### config.mk
export PLATFORM = sky130hd
export DESIGN_NAME = control_sequencer
export DESIGN_NICKNAME = d
export VERILOG_FILES = /design/src/rtl/ctrl_seq_pkg.sv /design/src/rtl/ctrl_seq_decode.sv /design/src/rtl/control_sequencer.sv
export SDC_FILE = /design/constraint.sdc
export NUM_CORES = 1
export LEC_CHECK = 0
export ABC_AREA = 0
export CORE_ASPECT_RATIO = 0.6
export CORE_UTILIZATION = 38
export DETAILED_ROUTE_END_ITERATION = 10
export PLACE_DENSITY = 0.79
export SLEW_MARGIN = 20
export SYNTH_ARGS = -nofsm -noshare
export SYNTH_HDL_FRONTEND = slang
export SYNTH_SLANG_ARGS = --single-unit
### constraint.sdc
create_clock -name Clock -period 1.7 [get_ports Clock]
set_input_delay 0.255 -clock Clock [delete_from_list [all_inputs] [get_ports Clock]]
set_output_delay 0.255 -clock Clock [all_outputs]
set_load 0.005 [all_outputs]
### src/rtl/ctrl_seq_pkg.sv
// rtl/ctrl_seq_pkg.sv - shared states, opcode constants and IR field positions for control_sequencer
package ctrl_seq_pkg;

    typedef enum logic [3:0] {
        ST_IDLE   = 4'd0,
        ST_T0     = 4'd1,
        ST_T1     = 4'd2,
        ST_T2     = 4'd3,
        ST_T3     = 4'd4,
        ST_T4     = 4'd5,
        ST_T5     = 4'd6,
        ST_T6     = 4'd7,
        ST_HALTED = 4'd8
    } state_e;

    typedef enum logic [2:0] {
        CLS_RTYPE   = 3'd0,
        CLS_MULDIV  = 3'd1,
        CLS_NOP     = 3'd2,
        CLS_HALT    = 3'd3,
        CLS_ILLEGAL = 3'd4
    } op_class_e;

    localparam logic [4:0] OP_ADD  = 5'b00011;
    localparam logic [4:0] OP_SUB  = 5'b00100;
    localparam logic [4:0] OP_AND  = 5'b00101;
    localparam logic [4:0] OP_OR   = 5'b00110;
    localparam logic [4:0] OP_MUL  = 5'b01111;
    localparam logic [4:0] OP_DIV  = 5'b10000;
    localparam logic [4:0] OP_NOP  = 5'b11010;
    localparam logic [4:0] OP_HALT = 5'b11011;

    // Fields are packed from the MSB down: op, ra, rb, rc.
    function automatic int op_lsb(input int ir_w, input int opw);
        return ir_w - opw;
    endfunction

    function automatic int ra_lsb(input int ir_w, input int opw, input int rw);
        return ir_w - opw - rw;
    endfunction

    function automatic int rb_lsb(input int ir_w, input int opw, input int rw);
        return ir_w - opw - 2 * rw;
    endfunction

    function automatic int rc_lsb(input int ir_w, input int opw, input int rw);
        return ir_w - opw - 3 * rw;
    endfunction

endpackage

### src/rtl/ctrl_seq_decode.sv
// rtl/ctrl_seq_decode.sv - opcode to {class, illegal} decoder; MUL/DIV decoded only with CTRL_SEQ_MULDIV_EN
module ctrl_seq_decode
    import ctrl_seq_pkg::*;
#(
    parameter int OPW = 5
) (
    input  logic [OPW-1:0] op,
    output op_class_e      op_class,
    output logic           illegal
);

    // Classify the opcode; anything unlisted is illegal
    always_comb begin
        op_class = CLS_ILLEGAL;
        case (op)
            OPW'(OP_ADD), OPW'(OP_SUB), OPW'(OP_AND), OPW'(OP_OR): op_class = CLS_RTYPE;
`ifdef CTRL_SEQ_MULDIV_EN
            OPW'(OP_MUL), OPW'(OP_DIV):                           op_class = CLS_MULDIV;
`endif
            OPW'(OP_NOP):                                         op_class = CLS_NOP;
            OPW'(OP_HALT):                                        op_class = CLS_HALT;
            default:                                              op_class = CLS_ILLEGAL;
        endcase
        illegal = (op_class == CLS_ILLEGAL);
    end

endmodule

### src/rtl/control_sequencer.sv
// rtl/control_sequencer.sv - Moore fetch/decode/execute control unit; CTRL_SEQ_MULDIV_EN adds MUL/DIV (T6)
module control_sequencer
    import ctrl_seq_pkg::*;
#(
    parameter int NUM_REGS = 16,
    parameter int OPW      = 5,
    parameter int IR_W     = 32
) (
    input  logic                Clock,
    input  logic                Resetn,
    input  logic                Run,
    input  logic                Stop,
    input  logic                Mem_Ready,
    input  logic [IR_W-1:0]     IR,
    output logic                PCout,
    output logic                Zlowout,
    output logic                Zhighout,
    output logic                MDRout,
    output logic                MARin,
    output logic                Zin,
    output logic                PCin,
    output logic                MDRin,
    output logic                IRin,
    output logic                Yin,
    output logic                HIin,
    output logic                LOin,
    output logic                IncPC,
    output logic                Read,
    output logic [OPW-1:0]      ALU_op,
    output logic [NUM_REGS-1:0] Rout,
    output logic [NUM_REGS-1:0] Rin,
    output logic                Busy,
    output logic                Illegal
);

    localparam int RW     = (NUM_REGS > 1) ? $clog2(NUM_REGS) : 1;
    localparam int OP_LSB = op_lsb(IR_W, OPW);
    localparam int RA_LSB = ra_lsb(IR_W, OPW, RW);
    localparam int RB_LSB = rb_lsb(IR_W, OPW, RW);
    localparam int RC_LSB = rc_lsb(IR_W, OPW, RW);

    state_e          state_q, state_d;
    logic [OPW-1:0]  op_q, op_d;
    logic [RW-1:0]   ra_q, ra_d;
    logic [RW-1:0]   rb_q, rb_d;
    logic [RW-1:0]   rc_q, rc_d;
    logic            muldiv_q, muldiv_d;
    logic            illegal_q, illegal_d;
    logic            stop_pend_q, stop_pend_d;
    logic            t1_wait_q, t1_wait_d;

    logic [OPW-1:0]  ir_op;
    logic [RW-1:0]   ir_ra, ir_rb, ir_rc;
    op_class_e       dec_class;
    logic            dec_illegal;
    logic            idx_bad;
    state_e          end_state;

    assign ir_op = IR[OP_LSB +: OPW];
    assign ir_ra = IR[RA_LSB +: RW];
    assign ir_rb = IR[RB_LSB +: RW];
    assign ir_rc = IR[RC_LSB +: RW];

    if (RC_LSB > 0) begin : g_ir_spare
        logic unused_ir_low;
        assign unused_ir_low = ^IR[RC_LSB-1:0];
    end

    ctrl_seq_decode #(
        .OPW      (OPW)
    ) u_decode (
        .op       (ir_op),
        .op_class (dec_class),
        .illegal  (dec_illegal)
    );

    function automatic logic [NUM_REGS-1:0] onehot(input logic [RW-1:0] idx);
        logic [NUM_REGS-1:0] v;
        v = '0;
        if (32'(idx) < 32'(NUM_REGS)) v[idx] = 1'b1;
        return v;
    endfunction

    // Out-of-range register fields are flagged at decode time
    always_comb begin
        idx_bad = (32'(ir_ra) >= 32'(NUM_REGS)) ||
                  (32'(ir_rb) >= 32'(NUM_REGS)) ||
                  (32'(ir_rc) >= 32'(NUM_REGS));
        // Stop (pending or arriving now) beats Run at an instruction boundary
        end_state = (Run && !(stop_pend_q || Stop)) ? ST_T0 : ST_IDLE;
    end

    // Next-state, field capture and sticky flag logic
    always_comb begin
        state_d     = state_q;
        op_d        = op_q;
        ra_d        = ra_q;
        rb_d        = rb_q;
        rc_d        = rc_q;
        muldiv_d    = muldiv_q;
        illegal_d   = illegal_q;
        stop_pend_d = stop_pend_q | Stop;
        t1_wait_d   = (state_q == ST_T1);
        case (state_q)
            ST_IDLE:   if (Run && !Stop) state_d = ST_T0;
            ST_T0:     state_d = ST_T1;
            ST_T1:     if (Mem_Ready) state_d = ST_T2;
            ST_T2: begin
                op_d = ir_op;
                ra_d = ir_ra;
                rb_d = ir_rb;
                rc_d = ir_rc;
                case (dec_class)
                    CLS_RTYPE, CLS_MULDIV: begin
                        muldiv_d = (dec_class == CLS_MULDIV);
                        if (idx_bad) illegal_d = 1'b1;
                        state_d = ST_T3;
                    end
                    CLS_HALT:  state_d = ST_HALTED;
                    default: begin
                        if (dec_illegal) illegal_d = 1'b1;
                        stop_pend_d = 1'b0;
                        state_d     = end_state;
                    end
                endcase
            end
            ST_T3:     state_d = ST_T4;
            ST_T4:     state_d = ST_T5;
            ST_T5: begin
                if (muldiv_q) begin
                    state_d = ST_T6;
                end else begin
                    stop_pend_d = 1'b0;
                    state_d     = end_state;
                end
            end
            ST_T6: begin
                stop_pend_d = 1'b0;
                state_d     = end_state;
            end
            ST_HALTED: state_d = ST_HALTED;
            default:   state_d = ST_IDLE;
        endcase
    end

    // State and captured-field registers
    always_ff @(posedge Clock or negedge Resetn) begin
        if (!Resetn) begin
            state_q     <= ST_IDLE;
            op_q        <= '0;
            ra_q        <= '0;
            rb_q        <= '0;
            rc_q        <= '0;
            muldiv_q    <= 1'b0;
            illegal_q   <= 1'b0;
            stop_pend_q <= 1'b0;
            t1_wait_q   <= 1'b0;
        end else begin
            state_q     <= state_d;
            op_q        <= op_d;
            ra_q        <= ra_d;
            rb_q        <= rb_d;
            rc_q        <= rc_d;
            muldiv_q    <= muldiv_d;
            illegal_q   <= illegal_d;
            stop_pend_q <= stop_pend_d;
            t1_wait_q   <= t1_wait_d;
        end
    end

    // Moore output decode from registered state and fields only
    always_comb begin
        PCout   = (state_q == ST_T0);
        MARin   = (state_q == ST_T0);
        IncPC   = (state_q == ST_T0);
        Zin     = (state_q == ST_T0) || (state_q == ST_T4);
        Zlowout = (state_q == ST_T1) || (state_q == ST_T5);
        PCin    = (state_q == ST_T1) && !t1_wait_q;
        Read    = (state_q == ST_T1);
        MDRin   = (state_q == ST_T1);
        MDRout  = (state_q == ST_T2);
        IRin    = (state_q == ST_T2);
        Yin     = (state_q == ST_T3);
        ALU_op  = (state_q == ST_T4) ? op_q : '0;
        Rout    = (state_q == ST_T3) ? onehot(rb_q) :
                  (state_q == ST_T4) ? onehot(rc_q) : '0;
        Rin     = (state_q == ST_T5 && !muldiv_q) ? onehot(ra_q) : '0;
`ifdef CTRL_SEQ_MULDIV_EN
        LOin     = (state_q == ST_T5) && muldiv_q;
        HIin     = (state_q == ST_T6);
        Zhighout = (state_q == ST_T6);
`else
        LOin     = 1'b0;
        HIin     = 1'b0;
        Zhighout = 1'b0;
`endif
        Busy    = (state_q != ST_IDLE) && (state_q != ST_HALTED);
        Illegal = illegal_q;
    end

endmodule

==> results of run 1 <==
power groups by stage:
stage	Combinational, W	Sequential (W)	Clock [W]
3_5_place_dp	0.00184	0.00110	0
4_1_cts	0.00243	0.00110	0.000362
5_1_grt	0.00282	0.00117	0.000389
3_3_place_gp	0.00183	0.00109	0
2_1_floorplan	0.00103	0.00109	0
6_report	0.00267	0.00114	0.000349
sequential cells by signal (all words and copies together) (netlist names):
name         count
Illegal          1
ra_q             4
op_q             5
stop_pend_q      1
muldiv_q         1
state_q          4
rb_q             4
rc_q             4
t1_wait_q        1
routing by layer:
| metal | GRT usage, % | wire (µm) | share of wire (%) |
|---|---|---|---|
| met5 | 0 | 0 | 0 |
| met4 | 9.89 | 115 | 2.1 |
| met3 | 6.35 | 415 | 7.4 |
| met2 | 46.1 | 2680 | 48 |
| met1 | 31.3 | 2390 | 43 |
area by class of cell:
class                   instances  area (µm²)
fillers                       247         838
multi-input cells             129        1180
flip-flops and latches         25         627
well taps                      47        58.8
repair buffers                126        1050
inverters                       2        10.0
clock buffers                   4        45.0
cells in the final DEF (no fill, tap or decap), types with 2 or more instances in the layout:
cell type	count
o22ai_2	13
nor3_2	2
and2_4	5
nor2_2	6
or2_2	2
buf_6	33
dfrtp_1	24
or3_4	2
nand2b_1	6
or3b_4	2
nand2b_4	3
nand4_1	2
clkbuf_2	3
a21oi_1	5
buf_2	33
a31o_2	2
nand3_4	3
mux2_4	13
mux2_2	4
clkbuf_8	3
buf_4	31
nand2_1	7
nor3_1	4
conb_1	3
nor3_4	4
nand3b_1	6
nor2_1	12
clkdlybuf4s50_1	22
o21ai_0	2
o22ai_4	2
nor2_4	4
repair_timing:
action,CTS,global route
buffers inserted,27,5
hold buffers,0,0
gates resized for setup,251,42
setup endpoints to repair,57,61
pin swaps,40,15
cloned,0,0
final timing paths:
check / from / endpoint
min in group Clock: Illegal$_DFFE_PN0P_ / Illegal$_DFFE_PN0P_
worst min-delay path: Resetn / stop_pend_q$_DFF_PN0_
max in group asynchronous: Resetn / state_q[1]$_DFFE_PN0P_
worst min register to register: Illegal$_DFFE_PN0P_ / Illegal$_DFFE_PN0P_
worst max register to register: state_q[1]$_DFFE_PN0P_ / rc_q[2]$_DFFE_PN0P_
worst max-delay path: state_q[0]$_DFFE_PN0P_ / Rin[2]
logic make-up after synthesis:
| group | synth area share, % |
|---|---|
| simple gates | 29.0 |
| compound gates | 12.8 |
| flops | 39.8 |
| mux | 12.2 |
| buf+inv | 5.41 |
| xor+xnor | 0.557 |
| other cells | 0.238 |
per-stage QoR:
step | TNS (ns) | hold WS [ns] | area [µm²]
3_3_place_gp | -11.42 | 0.455 | 2470
5_1_grt | -13.47 | 0.389 | 2970
3_5_place_dp | -11.74 | 0.464 | 2470
2_1_floorplan | 0 | -0.0406 | 1580
6_report | -9.97 | 0.342 | 2970
4_1_cts | -8.32 | 0.351 | 2850
==> results by stage, run 1 <==
Detailed routing:
- After detailed routing, the total wire length is 5610 µm.
- Before antenna repair, the detailed router went through 4 iterations.
- After detailed routing, the number of remaining DRC violations is 0.
- The number of DRC violations after detailed-routing iteration 0 is 72.
- The detail-routed net length per standard cell is 16.8 µm.
- Dividing the detail-routed via count by the number of cells gives 5.35.
- The number of nets still failing antenna checks after routing is 0.
- The routed layout has 1781 vias.

Floorplan:
- For this configuration, the core starts out at a cell density of 41.3%.
- The horizontal extent of the die is 85.1 µm.
- The floorplan has 17 rows.
- The number of I/O pins is 90.
- The die height is 51.8 µm.
- The die footprint is 4410 µm².
- The area of the placeable core is 3810 µm².

STA:
- The final critical path takes up 125% of the cycle.
- Setup repair after global routing could not meet its margin everywhere.
- The clock arrives with 0.00248 ns of skew.
- Across all setup checks in the final design, the least slack found is -0.422 ns.
- The number of hold-slack violations in the final timing report came to 0.
- The maximum clock frequency is 0.471 GHz.
- The final-report max-slew violation count is 0.
- The final count of negative-setup-slack endpoints is 54.
- The final period demand of the worst path is 2.12 ns.

Power:
- Summed over all cells, the static leakage comes to 1.33 nW.
- Of the total power, the share spent switching nets is 39.7%.
- The power per unit of standard cell area is 1400 nW/µm².
- Combinational cells account for 64.2% of the total power.
- In this run the power spent charging and discharging nets is 0.00165 W.
- The clock network burns 8.4% of the power.
- The maximum ir drop on the vdd rail is 830 µV.
- The internal power component is 0.00251 W.
- The total design power is 0.00416 W.
- Sequential cells account for 27.4% of the total power.

CTS:
- The later pin in the worst-skew pair is clocked with a latency of 0.27 ns.
- After clock tree synthesis, the clock-pin slew on the worst setup and hold paths is 0.08 ns.
- The total number of clock tree sinks is 25.
- The CTS tree is done.
- TritonCTS created 3 clock buffers.
- The longest clock path from root to sink contains 2 buffers.
- The clock root buffer master is clkbuf_8.
- In this run the number of H-tree levels came out at 1.

Cells and area:
- Cells with a size suffix above 1 make up 61.5% of the layout.
- The final layout net count is 324.
- The post-layout instance count excluding filler cells is 333.
- The signed area change from the synthesized netlist to the final layout is 88.8%.
- The repair_antennas step left the layout with diodes totalling 0.
- Cells fill 78.0% of the core in the end.

Worst setup path:
- The required arrival time at the worst endpoint is 1.44 ns.
- Among cell families on the critical path, the largest total delay comes from simple AND/OR/NAND/NOR gates.
- Counting stages on the worst path, the most repeated cell is buf_6.
- The type of origin of the critical path is a flop.
- The worst setup path is of the reg2out kind.
- The critical path arrival is 1.87 ns.
- The stage delay of the slowest cell on the critical path is 0.41 ns.
- The depth of the worst register-to-register path is 10.
- The master of the slowest instance on the critical path is dfrtp_1.
- In this run the worst path has a maximum fanout of 3.
- The total stage count of the critical path is 7.
- The setup slack of the most critical reg-to-reg path is -0.14 ns.
- STA classifies the critical path endpoint as a primary output.
- The critical path goes through nand2b_4 -> nor3_4 -> buf_6 -> nand3b_1 -> buf_6 -> nor3_1 -> buf_2.
- Together, buffers and inverters on the worst path number 3.

Synth:
- Sorting the synthesized cells by area gives the leading types as dfrtp_1, mux2_2, o22ai_1.
- In this run the biggest area consumer among cell types represents 39.8% of the synthesized area.
- The share of flip-flops with an asynchronous set or reset is 100%.
- In the synthesized netlist, the cells that appear most often are dfrtp_1, nor2_1, mux2_2, o22ai_1.
- The count of synthesis-stage warnings from yosys is 0.
- Averaged over all synthesized cells, the footprint is 9.47 µm².
- The post-synth design cell area is 1570 µm².
- The synthesized netlist contains 37 unique library cells.
- For this run, the leading register cell type out of synthesis is dfrtp_1.
- The biggest area consumer among synthesized cells is dfrtp_1.
- In this run, synthesis produced a sequential element count of 25.
- The most frequently used cell type in the post-synthesis netlist is dfrtp_1.
- Synthesis produced 166 cells.
- The share of the Yosys chip area taken by registers is 39.8%.
- The count of flip-flops with a built-in enable after synthesis is 0.

Placement:
- The worst setup slack after placement is -0.397 ns.
- The routability-driven placement congestion ratio is 0.848.
- The number of port buffers is 71.
- Once placement completed, the tool counted placed cells totaling 300.
- The half-perimeter wire length after detailed placement is 3310 µm.

Global route:
- After global routing the overflow that remains totals 0.
- The first global-routing pass estimated 8680 µm of wire.
- The largest net degree at the start of global routing is 26.
- The initial antenna violation count is 0.
- The total global-route track usage is 26.1%.
- The number of global-route vias before repair is 1778.

Outcome:
- The flow ran to the end, but the final reports show violations.
- The checks that failed: setup timing.

Worst hold path:
- The worst hold path belongs to the class in2async.

Job:
- Max-cap violations in this run came to 0.
Note: power is estimated with default switching activity, not from simulation.
==> inputs of run 2 (changes only) <==
--- a/config.mk
+++ b/config.mk
@@ -7,6 +7,7 @@
 export LEC_CHECK = 0
 export ABC_AREA = 0
 export CORE_ASPECT_RATIO = 0.6
+export CORE_MARGIN = 2
 export CORE_UTILIZATION = 38
 export DETAILED_ROUTE_END_ITERATION = 10
 export PLACE_DENSITY = 0.79
==> results by stage, run 2 (synthesis results as in run 1) <==
Outcome:
- The run finished, with violations left.
- The final reports fail on setup timing.

Floorplan:
- The horizontal extent of the die is 87.1 µm (+2.4%).
- The area of the placeable core was 4030 µm² (+5.9%).
- The number of I/O pins is 90 (unchanged).
- The standard-cell row count is 18 (+1).
- The initial core utilization was 39.0% (-2.3 points).
- The die height is 53.8 µm (+3.9%).
- The die footprint is 4690 µm² (+6.3%).

Cells and area:
- Leaving out fill and tap cells, the most frequent cells in the layout are buf_6, buf_2, buf_4.
- The final design instance area without fill is 3060 µm² (+3.0%).
- Leaving out fill and tap cells, the most frequent cell in the layout is buf_6.
- The final layout net count is 329 (+1.5%).
- The antenna diode instance count was 0 (unchanged).
- The largest register by flop count is op_q.
- The fraction of layout cells with a size suffix above 1 was 63.6% (+2.0 points).
- The utilization of the core after routing came to 75.9% (-2.1 points).
- The flip-flop count of the largest register, all copies and words added is 5 (unchanged).
- The signed area change from the synthesized netlist to the final layout is 94.5%.

Placement:
- The half-perimeter wire length after detailed placement is 3530 µm (+6.6%).
- The routability-driven placement congestion ratio was 0.914 (+7.8%).
- The number of port buffers was 71 (unchanged).
- The worst setup slack after placement came to -0.432 ns (-0.0356 ns).
- The total cell area at the placement stage is 2450 µm² (-0.76%).

Global route:
- The number of global-route vias before repair came to 1719 (-3.3%).
- The total global-route track usage is 23.7% (-2.3 points).
- The met1 routing resource usage after global routing is 29.8% (-1.6 points).
- The first-pass GRT wire length is 8400 µm (-3.2%).
- The met2 usage in global routing is 40.2% (-5.9 points).
- The largest net degree at the start of global routing is 26 (unchanged).
- The global route total overflow is 0 (unchanged).
- The met3 track demand over resource is 6.29% (-0.061 points).
- The initial antenna violation count is 0 (unchanged).
- The global routing stage identified its most utilized layer as met2.

Worst setup path:
- The required arrival time at the worst endpoint is 1.44 ns (about the same).
- The master of the slowest instance on the critical path is or3b_4.
- The critical path arrival is 1.88 ns (about the same).
- The stage delay of the slowest cell on the critical path is 0.45 ns (+0.04 ns).
- The combined buffer and inverter count along the critical path came to 2 (-1).
- The depth of the worst register-to-register path is 9 (-1).
- The worst-path maximum fanout came to 4 (+1).
- Traced cell by cell, the critical path runs through nand2b_4 -> nor3_4 -> or3b_4 -> buf_6 -> nor2_4 -> buf_2.
- The kind of critical path is reg2out.
- The type of origin of the critical path is a flop.
- The total stage count of the critical path was 6 (-1).
- The worst setup path is captured at a primary output.
- Broken down by cell family, the worst path's largest delay share belongs to simple AND/OR/NAND/NOR gates.

CTS:
- The CTS tree is done.
- The register clock-pin slew on the reported worst setup and hold paths is 0.09 ns (about the same).
- The post-cts hold buffer count is 0 (unchanged).
- In this run the clock root is driven by a clkbuf_8.
- The clock latency on the worst-skew pair was 0.28 ns (about the same).
- The number of buffers created by CTS is 3 (unchanged).
- The deepest level of the CTS H-tree is 1 (unchanged).
- The total number of clock tree sinks is 25 (unchanged).
- The maximum clock insertion buffer count is 2 (unchanged).

STA:
- The aggregate negative setup slack is -14.32 ns (-4.35 ns).
- Setup repair after global routing could not meet its margin everywhere.
- The final worst setup slack was -0.433 ns (-0.0107 ns).
- The share of the cycle needed by the critical path after routing came to 125% (+0.63 points).
- The final period demand of the worst path is 2.13 ns (+0.0107 ns).
- The number of hold-slack violations in the final timing report was 0 (unchanged).
- The final-report max-slew violation count came to 0 (unchanged).
- The final count of negative-setup-slack endpoints came to 61 (+13%).
- The maximum clock frequency is 0.469 GHz (-0.50%).
- The worst setup skew after layout is 0.00579 ns (+0.00331 ns).

Detailed routing:
- The detail-routed net length per standard cell is 19.2 µm (+14%).
- The number of DRC violations after detailed-routing iteration 0 was 138 (+92%).
- The detailed-route wire length is 6550 µm (+17%).
- The number of nets still failing antenna checks after routing came to 0 (unchanged).
- The average via count per standard cell is 5.59 (+4.5%).
- The number of iterations in the first detailed-routing pass is 4 (unchanged).
- The via count of the routed design was 1906 (+7.0%).
- The remaining routing DRC violations came to 0 (unchanged).

Power:
- The maximum ir drop on the vdd rail is 763 µV (-8.1%).
- The total design power is 0.00432 W (+3.9%).
- The leakage power total is 1.38 nW (+3.6%).
- The power per unit of standard cell area is 1410 nW/µm² (+0.83%).

Job:
- The max-capacitance violation count came to 0 (unchanged).

Worst hold path:
- The class of the tightest hold or removal check is in2async.
==> run 2: worst paths after layout <==
| path | end | slack, ns | startpoint |
|---|---|---|---|
| max | Rin[4] | -0.43 | state_q[3]$_DFFE_PN0P_ |
| min | state_q[2]$_DFFE_PN0P_ | 0.33 | Resetn |
| max reg2reg | op_q[3]$_DFFE_PN0P_ | -0.08 | state_q[0]$_DFFE_PN0P_ |
| min reg2reg | Illegal$_DFFE_PN0P_ | 0.47 | Illegal$_DFFE_PN0P_ |
| max in group asynchronous | state_q[1]$_DFFE_PN0P_ | 1.10 | Resetn |
| min in group Clock | Illegal$_DFFE_PN0P_ | 0.47 | Illegal$_DFFE_PN0P_ |
==> run 2: metrics by stage <==
stage | hold WS [ns] | std cells
2_1_floorplan | -0.0406 | 168
6_report | 0.328 | 341
3_5_place_dp | 0.457 | 300
3_3_place_gp | 0.458 | 300
4_1_cts | 0.346 | 334
5_1_grt | 0.368 | 341
==> run 2: worst register-to-register path: cells and delay by family, from the launching register on <==
kind	cells	cell delay [ns]
buffers and inverters	6	0.72
flip-flops	1	0.43
multiplexers	1	0.31
AND/OR/NAND/NOR	2	0.21
==> run 2: power breakdown <==
| group | switching (W) | internal, W |
|---|---|---|
| combinational | 0.00124 | 0.00152 |
| clock | 0.000203 | 0.000168 |
| sequential | 0.000310 | 0.000873 |
==> run 2: timing repair <==
action / 4_1_cts / 5_1_grt
buffers inserted: 30 / 11
pin swaps: 40 / 18
endpoints found under the setup margin: 49 / 62
resized for setup: 246 / 65
==> run 2: cell type report <==
| type | count | area, µm² |
|---|---|---|
| fillers | 258 | 972 |
| clock buffers | 4 | 45.0 |
| repair buffers | 131 | 1120 |
| well taps | 50 | 62.6 |
| flip-flops and latches | 25 | 627 |
| inverters | 2 | 10.0 |
| multi-input cells | 129 | 1190 |
==> run 2: layer usage <==
layer / wire [µm] / share of wire (%)
met5: 0 / 0
met4: 119 / 1.8
met3: 475 / 7.3
met2: 3280 / 50
met1: 2670 / 41
==> edit 1, RTL diff (settings of run 2) <==
`NUM_REGS`: 16 -> 32.
--- a/src/rtl/control_sequencer.sv
+++ b/src/rtl/control_sequencer.sv
@@ -2,7 +2,7 @@
 module control_sequencer
     import ctrl_seq_pkg::*;
 #(
-    parameter int NUM_REGS = 16,
+    parameter int NUM_REGS = 32,
     parameter int OPW      = 5,
     parameter int IR_W     = 32
 ) (
Ports: changed (resized Rin and Rout); port bits go from 90 to 122. The function was not compared with the original's and may differ.
==> edit 1 against run 2 <==
- setup slack lost 0.19 ns
- cell area grew 31%
- sequential cell count grew 3
- total power grew 32%
- clock power grew 17%
- the flow still finishes with violations (negative setup slack)
- synthesized cell count grew 30%
- clock skew shrank 0.0039 ns
- largest power group unchanged
- routed wire length grew 57%
- synthesized area grew 23%
- die area grew 22%
- first-iteration DRC count grew 130%
==> edit 1: results (changes against run 2) <==
- Final Non-Filler Cells: 459 (+35%)
- Worst setup path endpoint: Rout[17]
- CP arrival: 2.07 ns (+0.19 ns)
- Final setup viols: 104 (+70%)
- CTS Root Cell: clkbuf_8
- Non-clock buffers, area share: 40.12% (+3.4 points)
- RR Startpoint: state_q[2]$_DFFE_PN0P_
- WHS: 0.3366 ns (+0.008603 ns)
- Placed Area: 0.003334 sq mm (+36%)
- Status: finished, violations left
- Initial antenna violation count: 0 (unchanged)
- Setup TNS: -35.59 ns (-21.27 ns)
- Synth top area cells: dfrtp_1 (36%), mux2_2 (12%), o22ai_1 (11%), nor2_1 (7.7%), nand3b_1 (5.8%)
- Clock-cell share of area: 1.374% (-0.099 points)
- Cells after DPL: 420 (+40%)
- Initial DRC count: 316 (+130%)
- Inverters, non-clock: 3 (+1)
- M2 GR Usage: 46.43% (+6.2 points)
- Post-Route M1 WL: 3995 um (+50%)
- CTS clock-pin slew for the worst setup and hold paths: 0.10 ns
- Non-CTS buffers: 186 (+42%)
- Worst VDD drop: 850.4 uV (+11%)
- Reg area: 703.2 sq um (+12%)
- Avg Cell Area, Syn: 8.979 sq um (-5.2%)
- Met1 GRT Util: 36.63% (+6.9 points)
- Vias in the first global route: 2412 (+40%)
- Detailed-router iteration count before antenna repair: 6 (+2)
- #FFs+latches synth: 28 (+12%)
- Final Worst Setup Slack: -0.6203 ns (-0.1871 ns)
- DP Wirelength: 5156 um (+46%)
- Met3 GRT Util: 9.160% (+2.9 points)
- Static Leak: 1.783 nW (+29%)
- Global placer's final weighted congestion: 0.8844 (-3.2%)
- Multi-input gates: 172 (+33%)
- Final Skew: 0.001875 ns (-0.003915 ns)
- GRT Util Overall: 28.43% (+4.7 points)
- Final core utilization: 80.48% (+4.6 points)
- R2R setup slack: -0.41 ns (-0.33 ns)
- Routed len/inst: 22.40 um (+17%)
- Cts repair resizes: 353 (+43%)
- Fraction of area in multi-input gates: 38.56% (-0.42 points)
- Synth Area in Compound Gates: 16.26% (+3.4 points)
- PD cells: 1428 mW/mm^2 (+1.1%)
- First-pass GRT wire length: 12340 um (+47%)
- PortBufs: 106 (+49%)
- Post-CTS Setup Bufs: 25 (-17%)
- Setup WS pre-CTS: -0.5179 ns (-0.08570 ns)
- Metal3 WL: 1169 um (+150%)
- Seq/Total Area, Yosys: 36.13% (-3.6 points)
- Count of cell types in the netlist: 38 (+2.7%)
- Synth top cells by count: nor2_1 (40), o22ai_1 (33), dfrtp_1 (28)
- Filler cells: 284 (+10%)
- WL met2: 4723 um (+44%)
- Final nets: 431 (+31%)
- Layout cells sized above 1: 66.16% (+2.6 points)
- Multiplexer share of the synthesized area: 11.61% (-0.56 points)
- Failing checks: negative setup slack
- Max FO, Critical Path: 8 (+4)
[edit 1: cell types whose count changed after synthesis, moves of 6 or more]
cell / run 2 / this run
o22ai_1: 16 / 33
nand2_1: 8 / 2
nand3b_1: 6 / 15
nand2b_1: 7 / 1
or3b_2: 0 / 8
nor2_1: 22 / 40
[edit 1: report_power, final]
| part | leakage, nW | switching [W] | internal, W |
|---|---|---|---|
| clock | 0.0288 | 0.000226 | 0.000208 |
| combinational | 1.43 | 0.00168 | 0.00222 |
| sequential | 0.329 | 0.000399 | 0.000986 |
| total | 1.78 | 0.00231 | 0.00341 |
[edit 1: worst max-delay path, stage by stage (launching register included)]
cell and delay (ns):
dfrtp_1 0.42, nand2b_4 0.21, nor3_4 0.16, buf_4 0.17
nand3b_1 0.10, buf_4 0.20, o22ai_1 0.26, clkdlybuf4s15_2 0.25
==> edit 2, RTL diff (config.mk and constraints of run 2) <==
Made on the original files. Reset style: synchronous (`Resetn`), changed in one clocked block.
--- a/src/rtl/control_sequencer.sv
+++ b/src/rtl/control_sequencer.sv
@@ -144,7 +144,7 @@
     end
 
     // State and captured-field registers
-    always_ff @(posedge Clock or negedge Resetn) begin
+    always_ff @(posedge Clock) begin
         if (!Resetn) begin
             state_q     <= ST_IDLE;
             op_q        <= '0;
Behaviour: differs if Resetn is asserted again (counterexample within 4 cycles, from zero or initial values and one cycle with Resetn low); with Resetn held inactive, the same outputs for 10 cycles.
==> edit 2 against run 2 <==
- the flow still finishes with violations (negative setup slack)
- cell area is 5.4% lower
- routed wire length shrank 5.5%
- clock skew is 0.0033 ns lower
- via count rose by 5.4%
- sequential cell count is the same
- synthesized area down 2.7%
- setup slack lost 0.060 ns
- highest routed layer unchanged
Power is not compared: it rests on default switching activity, and its combinational part moved more than twofold at a synthesized area within 25%.
==> edit 2: results (changes against run 2) <==
- Initial DRC count: 213 (+54%)
- Post-CTS Setup Bufs: 25 (-17%)
- Count of cell types in the netlist: 40 (+8.1%)
- Slowest CP cell: or4b_4
- DP Wirelength: 3644 um (+3.3%)
- Worst r2r path cells: 7 (-2)
- RR Startpoint: state_q[2]$_SDFFE_PN0P_
- Placed Area: 0.002426 sq mm (-0.92%)
- Final setup viols: 47 (-23%)
- Post-Route M1 WL: 2740 um (+2.7%)
- Setup TNS: -12.59 ns (+1.725 ns)
- CP max stage delay: 0.58 ns (+0.13 ns)
- Async SR Flop Fraction: 0% (-100 points)
- WHS: 0.4691 ns (+0.1410 ns)
- R2R setup slack: -0.01 ns (+0.07 ns)
- Status: finished, violations left
- First-pass GRT wire length: 9121 um (+8.5%)
- Final Worst Setup Slack: -0.4935 ns (-0.06028 ns)
- Prevailing post-synth register cell: dfxtp_1
- Post-Synth XOR/XNOR Area: 0.5724% (+0.015 points)
- Met1 GRT Util: 36.53% (+6.8 points)
- Cells after DPL: 339 (+13%)
- Cts repair resizes: 238 (-3.3%)
- Seq/Total Area, Yosys: 32.71% (-7.1 points)
- Post-Syn Instances: 213 (+28%)
- Final nets: 358 (+8.8%)
- Layout cells sized above 1: 49.38% (-14 points)
- Setup WS pre-CTS: -0.4933 ns (-0.06112 ns)
- Hold WC Path Type: register to register
- Failing checks: negative setup slack
- Multiplexer share of the synthesized area: 0% (-12 points)
- Met3 GRT Util: 6.240% (-0.048 points)
- Vias in the first global route: 1831 (+6.5%)
==> edit 2: changes by cell type in the layout (fill, tap and decap cells not counted), sizes merged, moves of 4 or more <==
| cell | run 2 | this run |
|---|---|---|
| a21boi | 1 | 17 |
| and3 | 0 | 5 |
| buf | 106 | 85 |
| clkdlybuf4s15 | 0 | 6 |
| dfrtp | 25 | 0 |
| dfxtp | 0 | 25 |
| inv | 2 | 6 |
| mux2 | 17 | 0 |
| nand2 | 8 | 45 |
==> edit 2: cell type report <==
cell class | count | area [sq um]
clock buffers | 3 | 41.29
clock inverters | 1 | 5.005
fillers | 263 | 872.1
inverters | 7 | 30.03
multi-input cells | 167 | 1241
flip-flops and latches | 25 | 511.7
well taps | 47 | 58.81
repair buffers | 117 | 1005
==> edit 2: worst reg2reg max path, delay by kind of cell (launching register included) <==
kind | cells | cell delay (ns)
compound gates | 3 | 0.30
flops | 1 | 0.33
buf+inv | 3 | 0.42
simple gates | 1 | 0.56
==> edit 2: worst max-delay path by stage <==
stage | startpoint | depth (start not counted) | end | slack, ns
final | state_q[0]$_SDFFE_PN0P_ | 7 | Rout[14] | -0.49
after global routing | state_q[3]$_SDFFE_PN0P_ | 7 | Rout[1] | -0.56
after CTS | state_q[3]$_SDFFE_PN0P_ | 4 | Rout[4] | -0.42
after detailed placement | state_q[1]$_SDFFE_PN0P_ | 5 | Rin[2] | -0.49
after global placement | state_q[1]$_SDFFE_PN0P_ | 5 | Rin[0] | -0.45
after floorplan | state_q[3]$_SDFFE_PN0P_ | 4 | Rout[12] | -0.01
==> edit 2: cell families (layout without fill, tap and decap cells) <==
kind of cell              after synthesis  after routing
other                                   1              3
DFF                                    25             25
and+or+nand+nor                       114            114
xor gates and xnor gates                1              1
buffers and inverters                  23            128
AOI/OAI and AO/OA                      49             49
